===== config.mk =====
export PLATFORM = sky130hd
export DESIGN_NAME = peg_scorer_flat
export DESIGN_NICKNAME = d
export VERILOG_FILES = /design/src/rtl/peg_scorer_if.sv /design/src/rtl/peg_scorer.sv /design/src/flat_wrapper.sv
export SDC_FILE = /design/constraint.sdc
export NUM_CORES = 1
export LEC_CHECK = 0
export ABC_AREA = 1
export BUFFER_PORTS_ARGS = -buffer_cell sky130_fd_sc_hd__buf_4
export CAP_MARGIN = 15
export CORE_MARGIN = 5
export CORE_UTILIZATION = 28
export CTS_CLUSTER_SIZE = 24
export DETAILED_ROUTE_END_ITERATION = 12
export GPL_TIMING_DRIVEN = 0
export PLACE_DENSITY = 0.47
export SLEW_MARGIN = 20
export SYNTH_ARGS = -nofsm -noshare
export SYNTH_HDL_FRONTEND = slang
export SYNTH_SLANG_ARGS = --single-unit

===== constraint.sdc =====
create_clock -name clk -period 1.8 [get_ports clk]
set_input_delay 0.36 -clock clk [delete_from_list [all_inputs] [get_ports clk]]
set_output_delay 0.36 -clock clk [all_outputs]
set_load 0.01 [all_outputs]

===== src/rtl/peg_scorer_if.sv =====
// peg_scorer_if: start/busy/done scoring handshake, code/guess pegs and feedback results
interface peg_scorer_if #(
    parameter int COLOR_W = 3
);
    logic               start;
    logic [COLOR_W-1:0] code0;
    logic [COLOR_W-1:0] code1;
    logic [COLOR_W-1:0] code2;
    logic [COLOR_W-1:0] code3;
    logic [COLOR_W-1:0] guess0;
    logic [COLOR_W-1:0] guess1;
    logic [COLOR_W-1:0] guess2;
    logic [COLOR_W-1:0] guess3;
    logic               busy;
    logic               done;
    logic [1:0]         fb0;
    logic [1:0]         fb1;
    logic [1:0]         fb2;
    logic [1:0]         fb3;
    logic [2:0]         exact_count;
    logic [2:0]         partial_count;
    logic               game_over;

    modport master (
        output start, code0, code1, code2, code3, guess0, guess1, guess2, guess3,
        input  busy, done, fb0, fb1, fb2, fb3, exact_count, partial_count, game_over
    );

    modport slave (
        input  start, code0, code1, code2, code3, guess0, guess1, guess2, guess3,
        output busy, done, fb0, fb1, fb2, fb3, exact_count, partial_count, game_over
    );
endinterface


===== src/rtl/peg_scorer.sv =====
// peg_scorer: sequential Mastermind scorer with duplicate-safe exact/partial marking
module peg_scorer #(
    parameter int COLOR_W   = 3,
    parameter int POSITIONS = 4
) (
    input  logic          clk,
    input  logic          reset,
    peg_scorer_if.slave   bus
);
    typedef enum logic [1:0] {IDLE, EXACT, PARTIAL, FILL} state_t;

    state_t                 state_q, state_d;
    logic [COLOR_W-1:0]     code_q [POSITIONS];
    logic [COLOR_W-1:0]     code_d [POSITIONS];
    logic [COLOR_W-1:0]     guess_q [POSITIONS];
    logic [COLOR_W-1:0]     guess_d [POSITIONS];
    logic [POSITIONS-1:0]   used_code_q, used_code_d;
    logic [POSITIONS-1:0]   used_guess_q, used_guess_d;
    logic [2:0]             exact_q, exact_d;
    logic [2:0]             partial_q, partial_d;
    logic [1:0]             idx_q, idx_d;
    logic [3:0]             pair_q, pair_d;
    logic                   done_q, done_d;
    logic                   game_over_q, game_over_d;
    logic [2:0]             exact_count_q, exact_count_d;
    logic [2:0]             partial_count_q, partial_count_d;
    logic [1:0]             fb_q [POSITIONS];
    logic [1:0]             fb_d [POSITIONS];

    // State, working registers and published results; reset aborts any score in flight
    always_ff @(posedge clk) begin
        if (reset) begin
            state_q         <= IDLE;
            code_q          <= '{default: '0};
            guess_q         <= '{default: '0};
            used_code_q     <= '0;
            used_guess_q    <= '0;
            exact_q         <= '0;
            partial_q       <= '0;
            idx_q           <= '0;
            pair_q          <= '0;
            done_q          <= 1'b0;
            game_over_q     <= 1'b0;
            exact_count_q   <= '0;
            partial_count_q <= '0;
            fb_q            <= '{default: '0};
        end else begin
            state_q         <= state_d;
            code_q          <= code_d;
            guess_q         <= guess_d;
            used_code_q     <= used_code_d;
            used_guess_q    <= used_guess_d;
            exact_q         <= exact_d;
            partial_q       <= partial_d;
            idx_q           <= idx_d;
            pair_q          <= pair_d;
            done_q          <= done_d;
            game_over_q     <= game_over_d;
            exact_count_q   <= exact_count_d;
            partial_count_q <= partial_count_d;
            fb_q            <= fb_d;
        end
    end

    // Snapshot on start, walk positions for exact hits, then every (guess i, code j) pair for colour hits
    always_comb begin
        state_d         = state_q;
        code_d          = code_q;
        guess_d         = guess_q;
        used_code_d     = used_code_q;
        used_guess_d    = used_guess_q;
        exact_d         = exact_q;
        partial_d       = partial_q;
        idx_d           = idx_q;
        pair_d          = pair_q;
        done_d          = 1'b0;
        game_over_d     = game_over_q;
        exact_count_d   = exact_count_q;
        partial_count_d = partial_count_q;
        fb_d            = fb_q;
        case (state_q)
            IDLE: begin
                if (bus.start) begin
                    code_d       = '{bus.code0, bus.code1, bus.code2, bus.code3};
                    guess_d      = '{bus.guess0, bus.guess1, bus.guess2, bus.guess3};
                    used_code_d  = '0;
                    used_guess_d = '0;
                    exact_d      = '0;
                    partial_d    = '0;
                    idx_d        = '0;
                    state_d      = EXACT;
                end
            end
            EXACT: begin
                if (guess_q[idx_q] == code_q[idx_q]) begin
                    used_code_d[idx_q]  = 1'b1;
                    used_guess_d[idx_q] = 1'b1;
                    exact_d             = exact_q + 3'd1;
                end
                idx_d = idx_q + 2'd1;
                if (idx_q == 2'd3) begin
                    pair_d  = '0;
                    state_d = PARTIAL;
                end
            end
            PARTIAL: begin
                if (!used_guess_q[pair_q[3:2]] && !used_code_q[pair_q[1:0]] &&
                    guess_q[pair_q[3:2]] == code_q[pair_q[1:0]]) begin
                    used_guess_d[pair_q[3:2]] = 1'b1;
                    used_code_d[pair_q[1:0]]  = 1'b1;
                    partial_d                 = partial_q + 3'd1;
                end
                pair_d  = pair_q + 4'd1;
                state_d = (pair_q == 4'd15) ? FILL : PARTIAL;
            end
            default: begin
                exact_count_d   = exact_q;
                partial_count_d = partial_q;
                game_over_d     = (exact_q == 3'd4);
                for (int k = 0; k < POSITIONS; k++)
                    fb_d[k] = (3'(k) < exact_q) ? 2'b10 :
                              (3'(k) < exact_q + partial_q) ? 2'b01 : 2'b00;
                done_d  = 1'b1;
                state_d = IDLE;
            end
        endcase
    end

    assign bus.busy          = (state_q != IDLE);
    assign bus.done          = done_q;
    assign bus.game_over     = game_over_q;
    assign bus.exact_count   = exact_count_q;
    assign bus.partial_count = partial_count_q;
    assign bus.fb0           = fb_q[0];
    assign bus.fb1           = fb_q[1];
    assign bus.fb2           = fb_q[2];
    assign bus.fb3           = fb_q[3];
endmodule


===== src/flat_wrapper.sv =====
// flat-port wrapper written by rule: the top's interface ports become plain ports
module peg_scorer_flat 
#(
    parameter int COLOR_W   = 3,
    parameter int POSITIONS = 4
)
  (clk, reset, bus_start, bus_code0, bus_code1, bus_code2, bus_code3, bus_guess0, bus_guess1, bus_guess2, bus_guess3, bus_busy, bus_done, bus_fb0, bus_fb1, bus_fb2, bus_fb3, bus_exact_count, bus_partial_count, bus_game_over);
  peg_scorer_if #(.COLOR_W(COLOR_W)) bus_i ();
  input  logic clk;
  input  logic reset;
  input wire logic [$bits(bus_i.start)-1:0] bus_start;
  input wire logic [$bits(bus_i.code0)-1:0] bus_code0;
  input wire logic [$bits(bus_i.code1)-1:0] bus_code1;
  input wire logic [$bits(bus_i.code2)-1:0] bus_code2;
  input wire logic [$bits(bus_i.code3)-1:0] bus_code3;
  input wire logic [$bits(bus_i.guess0)-1:0] bus_guess0;
  input wire logic [$bits(bus_i.guess1)-1:0] bus_guess1;
  input wire logic [$bits(bus_i.guess2)-1:0] bus_guess2;
  input wire logic [$bits(bus_i.guess3)-1:0] bus_guess3;
  output wire logic [$bits(bus_i.busy)-1:0] bus_busy;
  output wire logic [$bits(bus_i.done)-1:0] bus_done;
  output wire logic [$bits(bus_i.fb0)-1:0] bus_fb0;
  output wire logic [$bits(bus_i.fb1)-1:0] bus_fb1;
  output wire logic [$bits(bus_i.fb2)-1:0] bus_fb2;
  output wire logic [$bits(bus_i.fb3)-1:0] bus_fb3;
  output wire logic [$bits(bus_i.exact_count)-1:0] bus_exact_count;
  output wire logic [$bits(bus_i.partial_count)-1:0] bus_partial_count;
  output wire logic [$bits(bus_i.game_over)-1:0] bus_game_over;
  assign bus_i.start = bus_start;
  assign bus_i.code0 = bus_code0;
  assign bus_i.code1 = bus_code1;
  assign bus_i.code2 = bus_code2;
  assign bus_i.code3 = bus_code3;
  assign bus_i.guess0 = bus_guess0;
  assign bus_i.guess1 = bus_guess1;
  assign bus_i.guess2 = bus_guess2;
  assign bus_i.guess3 = bus_guess3;
  assign bus_busy = bus_i.busy;
  assign bus_done = bus_i.done;
  assign bus_fb0 = bus_i.fb0;
  assign bus_fb1 = bus_i.fb1;
  assign bus_fb2 = bus_i.fb2;
  assign bus_fb3 = bus_i.fb3;
  assign bus_exact_count = bus_i.exact_count;
  assign bus_partial_count = bus_i.partial_count;
  assign bus_game_over = bus_i.game_over;
  peg_scorer #(.COLOR_W(COLOR_W), .POSITIONS(POSITIONS)) u_core (.clk(clk), .reset(reset), .bus(bus_i));
endmodule

---- Word-level counts from Yosys, hierarchy flattened ----
Cells that the tools add are included.
word-level totals
  ROM bits ................................ 0
  bits in writable memories ............... 0
  register bits ........................... 62
  latch bits .............................. 0
  memories kept ........................... 0
  word-level logic and storage cells ...... 135
cells by class
  shift operators ......................... 0
  equality and inequality tests ........... 11
  order comparisons ....................... 17
  add/sub/neg operators ................... 5
  muxes and demuxes ....................... 51
  reductions and logical operators ........ 21
  multiply operators ...................... 0
  bitwise logic cells ..................... 7
  div/mod/pow operators ................... 0
operator list
  cell                                                                                  number
  3-bit two-way mux                                                                     11
  3-bit binary-select mux with 2-bit select                                             4
  4-bit two-way mux                                                                     6
  4-bit one-hot mux with 3 select lines                                                 2
  4-bit OR                                                                              4
  2-bit two-way mux                                                                     7
  1-bit by 3-bit < comparator with 1-bit output (first input constant)                  4
  2-bit by 3-bit < comparator with 1-bit output (first input constant)                  4
  3-bit one-hot mux with 2 select lines                                                 2
  1-bit two-way mux                                                                     11
  3-bit greater-or-equal comparator (second input constant)                             3
  2-bit by 3-bit < comparator with 1-bit output (second input constant)                 3
  2-bit NOT with 3-bit output                                                           3
  4-bit one-hot mux with 2 select lines                                                 1
  2-bit AND reduction                                                                   4
  2-bit nonzero test                                                                    4
  3-bit by 1-bit adder with 3-bit output (second input constant)                        2
  1-bit demux with 2-bit select                                                         3
  3-bit == test                                                                         2
  2-bit by 1-bit greater-or-equal comparator with 1-bit output (second input constant)  3
  2-bit by 1-bit != test with 1-bit output (second input constant)                      3
  2-bit one-hot mux with 3 select lines                                                 1
  3-bit AND reduction                                                                   2
  1-bit logical AND                                                                     5
  15 further kinds                                                                      18

---- Logic depth before layout (Yosys ltp) ----
Gate-level depths: netlist of run 1.
  depth in word-level cells ............... 8
  gate-level depth with buffers ........... 16

---- Worst setup path before layout of run 1 ----
No wires, ideal clock.
  path type ............................... register to register
  start point ............................. reg u_core.partial_q[0]
  end point ............................... reg u_core.fb_q (netlist bit u_core.bus.fb0[0])
  clock period less this slack ............ 1.874 ns
  arrival time ............................ 1.742 ns
  buffers on the path ..................... 0
  path slack .............................. -0.074 ns
  cell stages (with the launch flop) ...... 9
  path through ............................ dfxtp_1 > ha_1 > fa_1 > xor2_1 > xor2_1 > inv_1 > or2_2 > o21ai_0 > a21oi_1
on the way
  word-level cells in the longest chain between the ends .. 4
RTL lines
  what                                           line               RTL
  start, declared                                peg_scorer.sv:20   logic [2:0] partial_q, partial_d;
  start signal, assigned                         peg_scorer.sv:54   partial_q <= partial_d;
  3-bit adder                                    peg_scorer.sv:122  (3'(k) < exact_q + partial_q) ? 2'b01 : 2'b00;
  1-bit by 3-bit < comparator with 1-bit output  peg_scorer.sv:122
  1-bit two-way mux                              peg_scorer.sv:122
  2-bit two-way mux                              peg_scorer.sv:121  fb_d[k] = (3'(k) < exact_q) ? 2'b10 :
  end signal, assigned                           peg_scorer.sv:46   fb_q <= '{default: '0};
  end signal, assigned                           peg_scorer.sv:61   fb_q <= fb_d;
  end, declared                                  peg_scorer.sv:27   logic [1:0] fb_q [POSITIONS];
No other way between the ends.
A chain may end at the register's enable or synchronous reset.

---- Final worst setup path of run 1 ----
Ends and elaborated chain as after synthesis.

==> results_dict.tcl, run 1 <==
set metrics [dict create \
    crit_path_cell_trace "ha_4, fa_2, xor2_1, xor2_1, inv_1, or2_4, o21ai_2, a21oi_1" \
    pre_cts_slack_ns -0.1346 \
    max_freq_mhz 558.2 \
    initial_core_util_pct 28.60 \
    antenna_found_initial 0 \
    syn_area_um2 3450 \
    yosys_warnings 0 \
    die_area_um2 14640 \
    skew_ns 0.009135 \
    ys_types 32 \
    avgViaCountPerCell 4.516 \
    hold_viol_final 0 \
    tightest_slew_ns 0.5795 \
    fp.dieH_um 121.0 \
    wirelength_um 10400 \
    h-tree-depth 3 \
    clkSlewWorstSetupHoldPaths_ns 0.06 \
    fin_crit_ns 1.792 \
    cp.arrival_ns 1.98 \
    hold_slack_ns 0.2801 \
    setup_tns_ns 0 \
    cts_tree "built" \
    p_leak_nw 2.040 \
    die_w_um 121.0 \
    netlist.area_leader.share_pct 35.40 \
    grt_pass1_wl_um 17220 \
    drt_iter0_markers 148 \
    netlist_instances 521 \
    hold_depth 3 \
    criticalPathCategory "flop to flop" \
    drive_gt1_share_pct 21.33 \
    cp-end-kind "flop" \
    wl_per_cell_um 13.80 \
    clock_latency_ns 0.33 \
    ios 44 \
    slew_viol_final 0 \
    p_total_mw 6.655 \
    vias 3405 \
    area_growth_pct 28.40 \
    rsz0062_at_grt "yes" \
    nets 626 \
    worstHoldPathType "primary input to flop" \
    maxSlewHeadroom_pct 61.37 \
    setup_violations 0 \
    grt_max_degree 12 \
    required_ns 1.99 \
    use_met1_pct 20.36 \
    std_cell_rows 40 \
    timing.final.crit_share_pct 99.53 \
    use_met2_pct 24.38 \
    ys_seq_area_share_pct 35.40 \
    numPortBuffers 42 \
    drt_pass1_iterations 4 \
    postLayoutCoreUtil_pct 36.72 \
    gp_congestion 0.8624 \
    met3_usage_pct 2.284 \
    dpl-instance-area_um2 3980 \
    grt.busiest_layer "met2" \
    cts_root_buffer "clkbuf_16" \
    finalWorstSetupSlack_ns 0.008437 \
    clock_sinks 61 \
    synth_ff_type "dfxtp_1" \
    synth_area_leader_cell "dfxtp_1" \
    synth_edf_count 0 \
    status "finished, final reports clean" \
    maxCapViolations 0 \
    synth_top_cells_by_area "dfxtp_1 (35%), nand2_1 (15%), o21ai_0 (7.8%)" \
    async_flop_share_pct 0 \
    clockBufferDepth 2 \
    ys_ff_latch 61 \
    overflow 0 \
    drc 0 \
    cp_common_cell "xor2_1" \
    reg2reg_depth 8 \
    critPathMaxStageDelay_ns 0.34 \
    cts_buffers 9 \
    insertedDiodeCount 0 \
    final_cells 754 \
    hpwl_um 7757 \
    grt_pass1_vias 3329 \
    postRouteAntennaNets 0 \
    final_cell_area_um2 4429 \
    avgSynthCellArea_um2 6.621 \
    ir_drop_mv 0.6158 \
    syn_nets 566 \
    fp.coreArea_um2 12060 \
    cp-start-kind "flop" \
    groute.usage.overall_pct 15.02 \
    crit_fanout 3 \
    slowest_stage "dfxtp_2" \
    placedCellCount 731 \
    p_per_area_nw_per_um2 1503 \
]
[where the power goes]
group / internal [mW] / total, mW / leakage (nW) / switching (mW)
clock network: 0.969 / 1.64 / 0.128 / 0.666
registers: 1.69 / 1.99 / 0.502 / 0.300
logic: 1.18 / 3.03 / 1.41 / 1.85
total: 3.83 / 6.66 / 2.04 / 2.82
[Yosys cell counts, types with 2 or more instances]
cell	n
nor2_1	60
dfxtp_1	61
nand3_1	27
a21oi_1	40
clkbuf_1	13
nand2_2	3
inv_2	6
nor3_1	7
buf_2	3
inv_1	50
o21a_1	2
nand4_1	11
nand2_1	140
nor2_2	2
ha_1	17
buf_4	2
a211oi_1	2
xor2_1	3
o21ai_0	54
or2_2	3
clkinv_1	2
buf_6	3
[area by class of cell]
cell class                 count  area [µm²]
buffer                        20       133.9
clock buffer                  11       242.7
clock inverter                 5       36.28
fill                        1300        7632
inverter                      59       229.0
multi-input combinational    379        1938
sequential                    61        1226
tap                          168       210.2
timing repair buffer          51       412.9
[routing by layer]
| layer | up-vias | share of wire [%] |
|---|---|---|
| li1 | 1789 | - |
| met2 | 59 | 46 |
| met5 | - | 0 |
| met1 | 1548 | 48 |
| met3 | 9 | 4.0 |
| met4 | 0 | 1.5 |
[flip-flops by register name, summed over array words and instances (netlist names)]
name and cells:
u_core.used_code_q 4, u_core.state_q 2, u_core.bus.fb1 2, u_core.bus.done 1, u_core.idx_q 2, u_core.bus.fb3 2, u_core.pair_q 4, u_core.partial_q 3
u_core.bus.fb0 2, u_core.used_guess_q 4, u_core.bus.exact_count 2, u_core.bus.partial_count 3, u_core.bus.fb2 2, u_core.guess_q 12, u_core.bus.game_over 1, u_core.exact_q 3
u_core.code_q 12
[path summary, 6_finish.rpt]
kind | start | endpoint | slack, ns
worst max-delay path | u_core.partial_q[0]$_SDFFE_PP0P_ | u_core.bus.fb0[0]$_SDFFE_PP0P_ | 0.008
worst min-delay path | bus_guess3[0] | u_core.guess_q[0]$_SDFFE_PP0P_ | 0.28
worst max register to register | u_core.partial_q[0]$_SDFFE_PP0P_ | u_core.bus.fb0[0]$_SDFFE_PP0P_ | 0.008
worst min register to register | u_core.bus.fb0[0]$_SDFFE_PP0P_ | u_core.bus.fb0[0]$_SDFFE_PP0P_ | 0.47
[layout by cell type (no fill, tap or decap), types with 11 or more instances in the layout]
cell type / synthesis / layout
a21oi_1: 40 / 39
buf_4: 2 / 51
dfxtp_1: 61 / 57
ha_1: 17 / 14
inv_1: 50 / 45
inv_2: 6 / 11
nand2_1: 140 / 135
nand3_1: 27 / 26
nand4_1: 11 / 11
nor2_1: 60 / 57
o21ai_0: 54 / 52
[cells by family (layout without fill, tap and decap cells)]
group                      after synthesis  after routing  share of synthesized area, %
buffers and inverters                   81            146                         10.19
AOI/OAI and AO/OA                      100            100                         15.20
DFF                                     61             61                         35.40
adders and majority gates               18             18                         6.746
and+or+nand+nor                        257            257                         31.45
xor gates and xnor gates                 4              4                         1.016
[repair_timing]
| action | CTS | global route |
|---|---|---|
| setup buffers | 5 | 4 |
| hold endpoints to repair | 0 | 0 |
| gates resized for setup | 11 | 28 |
| cloned | 0 | 1 |
| setup endpoints to repair | 26 | 47 |
| hold buffers | 0 | 0 |
| pin swaps | 7 | 23 |
[critical path, delay by kind of cell (launching register included)]
kind / cells / cell delay [ns]
fa+ha+maj: 2 / 0.49
xor+xnor: 2 / 0.35
flops: 1 / 0.34
simple gates: 1 / 0.24
compound gates: 2 / 0.17
buf+inv: 1 / 0.07
(Power assumes the default switching activity.)
==> inputs of run 2 (changes only) <==
--- a/config.mk
+++ b/config.mk
@@ -6,14 +6,15 @@
 export NUM_CORES = 1
 export LEC_CHECK = 0
 export ABC_AREA = 1
+export ABC_CLOCK_PERIOD_IN_PS = 1970
 export BUFFER_PORTS_ARGS = -buffer_cell sky130_fd_sc_hd__buf_4
 export CAP_MARGIN = 15
 export CORE_MARGIN = 5
 export CORE_UTILIZATION = 28
 export CTS_CLUSTER_SIZE = 24
 export DETAILED_ROUTE_END_ITERATION = 12
-export GPL_TIMING_DRIVEN = 0
-export PLACE_DENSITY = 0.47
+export GPL_TIMING_DRIVEN = 1
+export PLACE_DENSITY = 0.46
 export SLEW_MARGIN = 20
 export SYNTH_ARGS = -nofsm -noshare
 export SYNTH_HDL_FRONTEND = slang
==> constraint.sdc (replaced) <==
create_clock -name clk -period 1.97 [get_ports clk]
set_input_delay 0.394 -clock clk [delete_from_list [all_inputs] [get_ports clk]]
set_output_delay 0.394 -clock clk [all_outputs]
set_load 0.01 [all_outputs]
==> results_dict.tcl, run 2 (synthesis results as in run 1) <==
set metrics [dict create \
    status "finished, final reports clean" \
    sw_frac_of_total_pct 40.75 \
    fillers 1334 \
    cp-start-kind "flop" \
    cts_root_buffer "clkbuf_16" \
    final_common_cell "nand2_1" \
    die_area_um2 14640 \
    die_w_um 121.0 \
    grt_max_degree 41 \
    cp.arrival_ns 2.03 \
    fin_crit_ns 1.814 \
    criticalPathCategory "flop to flop" \
    vias 3351 \
    clkPwrFrac_pct 26.6 \
    groute.usage.overall_pct 13.76 \
    h-tree-depth 3 \
    p_per_area_nw_per_um2 1366 \
    drive_gt1_share_pct 17.70 \
    intPower_mw 3.511 \
    cp-end-kind "flop" \
    clkSlewWorstSetupHoldPaths_ns 0.06 \
    top_regs "u_core.code_q: 12 flops, u_core.guess_q: 12 flops" \
    timing.final.crit_share_pct 92.09 \
    seq_power_share_pct 30.5 \
    skew_ns 0.007150 \
    setup_tns_ns 0 \
    cts_buffers 9 \
    maxCapViolations 0 \
    postLayoutCoreUtil_pct 35.96 \
    combinationalPowerShare_pct 43.0 \
    drt_iter0_markers 113 \
    wl_per_cell_um 12.79 \
    worstHoldPathType "primary input to flop" \
    setup_violations 0 \
    max_freq_mhz 551.2 \
    initial_core_util_pct 28.60 \
    p_total_mw 5.925 \
    overflow 0 \
    crit_fanout 3 \
    area_growth_pct 25.75 \
    ir_drop_mv 0.5572 \
    drt_pass1_iterations 4 \
    gp_congestion 0.8282 \
    rsz0062_at_grt "no" \
    clockBufferDepth 2 \
    clock_sinks 61 \
    grt_pass1_wl_um 16030 \
    hold_viol_final 0 \
    postRouteAntennaNets 0 \
    clock_latency_ns 0.33 \
    grt_pass1_vias 3266 \
    wirelength_um 9590 \
    avgViaCountPerCell 4.468 \
    p_leak_nw 2.044 \
    antenna_found_initial 0 \
    hpwl_um 7263 \
    nets 622 \
    slew_viol_final 0 \
    std_cell_rows 40 \
    ios 44 \
    tightest_slew_ns 0.4397 \
    cts_tree "built" \
    maxSlewHeadroom_pct 70.69 \
    pre_cts_slack_ns 0.02016 \
    finalWorstSetupSlack_ns 0.1557 \
    numPortBuffers 43 \
    p_sw_mw 2.414 \
    fp.coreArea_um2 12060 \
    insertedDiodeCount 0 \
    hold_buffers 0 \
    fp.dieH_um 121.0 \
    drc 0 \
    required_ns 2.18 \
    final_cell_mix "nand2_1 (140), buf_4 (67), nor2_1 (60), dfxtp_1 (59), o21ai_0 (53)" \
]
[run 2: changes by cell type in the layout (fill, tap and decap cells not counted), sizes merged]
| cell | change |
|---|---|
| buf | +8 |
| bufinv | +1 |
| clkinvlp | -1 |
| clkbuf | -12 |
[run 2: power groups by stage]
stage | logic, mW | clock network, mW | registers, mW
global route | 2.95 | 1.67 | 1.85
detailed placement | 2.49 | 0 | 1.83
floorplan | 1.81 | 0 | 1.76
global placement | 2.48 | 0 | 1.82
CTS | 2.51 | 1.61 | 1.80
finish | 2.55 | 1.58 | 1.80
[run 2: layout make-up]
class | count | area [µm²] | area share [%]
multi-input combinational | 379 | 1883 | 43.41
sequential | 61 | 1224 | 28.21
timing repair buffer | 67 | 503.0 | 11.60
clock buffer | 11 | 232.7 | 5.365
inverter | 59 | 224.0 | 5.163
tap | 168 | 210.2 | 4.846
clock inverter | 5 | 61.31 | 1.413
[run 2: metal layers]
metal	vias to the layer above	part of all wire [%]	GRT usage, %
met5	-	0	0
met4	0	1.4	3.399
met3	13	4.2	3.730
met2	62	45	22.33
met1	1497	49	18.11
li1	1779	-	-
[run 2: path summary, 6_finish.rpt]
kind                                           from  cells after the start                                 to  slack, ns
hold reg to reg   u_core.bus.game_over$_SDFFE_PP0P_                      2  u_core.bus.game_over$_SDFFE_PP0P_       0.47
hold / removal                        bus_guess3[0]                      3     u_core.guess_q[0]$_SDFFE_PP0P_       0.32
setup / recovery   u_core.partial_q[0]$_SDFFE_PP0P_                      8     u_core.bus.fb0[0]$_SDFFE_PP0P_       0.16
setup reg to reg   u_core.partial_q[0]$_SDFFE_PP0P_                      8     u_core.bus.fb0[0]$_SDFFE_PP0P_       0.16
[run 2: worst max-delay path: stages (launching register included)]
cell and delay [ns]:
dfxtp_1 0.31, ha_1 0.20, fa_1 0.37, xor2_1 0.17, xor2_1 0.16, inv_1 0.07
or2_4 0.24, o21ai_2 0.11, a21oi_1 0.07
[run 2: repair_timing]
action	CTS	global route
gates resized for setup	0	5
setup endpoints to repair	0	8
setup buffers	0	3
[run 2: metrics by stage]
stage                     instances  cell area (µm²)  hold slack [ns]
after global placement          731             4013           0.4600
after CTS                       747             4307           0.3207
after detailed placement        731             4013           0.4637
after floorplan                 521             3450           0.4560
final                           750             4338           0.3215
after global routing            750             4338           0.3387
==> inputs of run 3 (changes only) <==
--- a/config.mk
+++ b/config.mk
@@ -9,11 +9,10 @@
 export ABC_CLOCK_PERIOD_IN_PS = 1970
 export BUFFER_PORTS_ARGS = -buffer_cell sky130_fd_sc_hd__buf_4
 export CAP_MARGIN = 15
-export CORE_MARGIN = 5
+export CORE_MARGIN = 3
 export CORE_UTILIZATION = 28
 export CTS_CLUSTER_SIZE = 24
 export DETAILED_ROUTE_END_ITERATION = 12
-export GPL_TIMING_DRIVEN = 1
 export PLACE_DENSITY = 0.46
 export SLEW_MARGIN = 20
 export SYNTH_ARGS = -nofsm -noshare
==> results_dict.tcl, run 3 (synthesis results as in run 1) <==
set metrics [dict create \
    p_total_mw 6.076 \
    cp_common_cell "xor2_1" \
    required_ns 2.18 \
    worstHoldPathType "primary input to flop" \
    hold_viol_final 0 \
    final_cell_mix "nand2_1 (140), buf_4 (65), dfxtp_1 (61), nor2_1 (60), o21ai_0 (53)" \
    cp-end-kind "flop" \
    drt_pass1_iterations 4 \
    setup_tns_ns 0 \
    die_area_um2 13690 \
    wl_per_cell_um 13.43 \
    multiInputGateArea_um2 1883 \
    drive_gt1_share_pct 17.24 \
    cts_root_buffer "clkbuf_16" \
    maxSlewHeadroom_pct 68.28 \
    clockBufferDepth 2 \
    status "finished, final reports clean" \
    grt_pass1_wl_um 15770 \
    crit_path_cell_trace "ha_1, fa_2, xor2_1, xor2_1, inv_1, or2_2, o21ai_2, a21oi_1" \
    hold_depth 3 \
    max_freq_mhz 543.8 \
    grt_pass1_vias 3226 \
    nets 620 \
    setup_violations 0 \
    reg2reg_depth 8 \
    insertedDiodeCount 0 \
    cts_tree "built" \
    final_common_cell "nand2_1" \
    drc 0 \
    avgViaCountPerCell 4.697 \
    cts_buffers 9 \
    skew_ns 0.003045 \
    crit_buf_inv 1 \
    hpwl_um 7274 \
    cp.arrival_ns 2.05 \
    crit_fanout 3 \
    groute.usage.overall_pct 14.85 \
    seq_area_um2 1221 \
    hold_slack_ns 0.3249 \
    h-tree-depth 3 \
    maxCapViolations 0 \
    wirelength_um 9710 \
    clock_latency_ns 0.32 \
    vias 3396 \
    area_growth_pct 25.32 \
    fin_crit_ns 1.839 \
    final_cell_area_um2 4323 \
    tightest_slew_ns 0.4758 \
    rsz0062_at_grt "no" \
    cp-start-kind "flop" \
    numPortBuffers 43 \
    clock_sinks 61 \
    top_regs "u_core.code_q: 12 flops, u_core.guess_q: 12 flops" \
    slew_viol_final 0 \
    critPathMaxStageDelay_ns 0.33 \
    initial_core_util_pct 29.46 \
    fp.coreArea_um2 11710 \
    hold_buffers 0 \
    p_leak_nw 2.057 \
    fillers 1272 \
    gp_congestion 0.8237 \
    grt_max_degree 41 \
    die_w_um 117.0 \
    crit_family "adder cells" \
    ir_drop_mv 0.4847 \
    clkSlewWorstSetupHoldPaths_ns 0.05 \
    slowest_stage "fa_2" \
    p_per_area_nw_per_um2 1405 \
    path_depth 8 \
    overflow 0 \
    ios 44 \
    antenna_found_initial 0 \
    timing.final.crit_share_pct 93.35 \
    dpl-instance-area_um2 3981 \
    criticalPathCategory "flop to flop" \
    fp.dieH_um 117.0 \
    std_cell_rows 39 \
    drt_iter0_markers 177 \
    postRouteAntennaNets 0 \
]
-- run 3: changes by cell type in the layout (fill, tap and decap cells not counted), sizes merged --
| cell | previous run | this run |
|---|---|---|
| clkinvlp | 3 | 1 |
| clkinv | 3 | 2 |
| buf | 67 | 65 |
| bufinv | 1 | 2 |
| clkbuf | 11 | 13 |
-- run 3: routing by layer --
layer	GRT usage (%)	wire (µm)
met5	0	0
met4	4.817	129
met3	2.416	400
met2	23.81	4491
met1	20.43	4688
-- run 3: timing repair --
| action | in CTS | in global routing |
|---|---|---|
| endpoints found under the setup margin | 0 | 5 |
| resized for setup | 0 | 3 |
| buffers inserted | 0 | 1 |
-- run 3: through the flow --
stage	util, %	instances	setup slack [ns]
6_report	36.91	723	0.1310
3_5_place_dp	34.00	706	0.07021
5_1_grt	36.91	723	0.004803
3_3_place_gp	34.00	706	0.07280
2_1_floorplan	-	521	0.09575
4_1_cts	36.79	722	0.05323
-- run 3: layout make-up --
class,instances,area share [%]
clock buffer,13,6.020
timing repair buffer,65,11.29
clock inverter,3,1.563
tap,143,4.139
inverter,59,5.181
sequential,61,28.25
multi-input combinational,379,43.56
-- run 3: worst paths after layout --
path / startpoint / to / slack, ns
hold reg to reg: u_core.bus.fb2[0]$_SDFFE_PP0P_ / u_core.bus.fb2[0]$_SDFFE_PP0P_ / 0.47
setup reg to reg: u_core.partial_q[0]$_SDFFE_PP0P_ / u_core.bus.fb0[0]$_SDFFE_PP0P_ / 0.13
hold / removal: bus_guess3[2] / u_core.guess_q[2]$_SDFFE_PP0P_ / 0.32
setup / recovery: u_core.partial_q[0]$_SDFFE_PP0P_ / u_core.bus.fb0[0]$_SDFFE_PP0P_ / 0.13
-- run 3: tightest hold or removal path, delay by kind of cell --
| kind | cells | cell delay (ns) |
|---|---|---|
| AO/OA/AOI/OAI | 1 | 0.07 |
| buffers and inverters | 1 | 0.07 |
| AND/OR/NAND/NOR | 1 | 0.08 |
-- run 3: where the power goes --
part | internal, mW | switching, mW | total [mW] | leakage [nW]
registers | 1.54 | 0.267 | 1.81 | 0.500
logic | 0.952 | 1.58 | 2.53 | 1.40
clock network | 1.18 | 0.563 | 1.74 | 0.156
total | 3.67 | 2.41 | 6.08 | 2.06
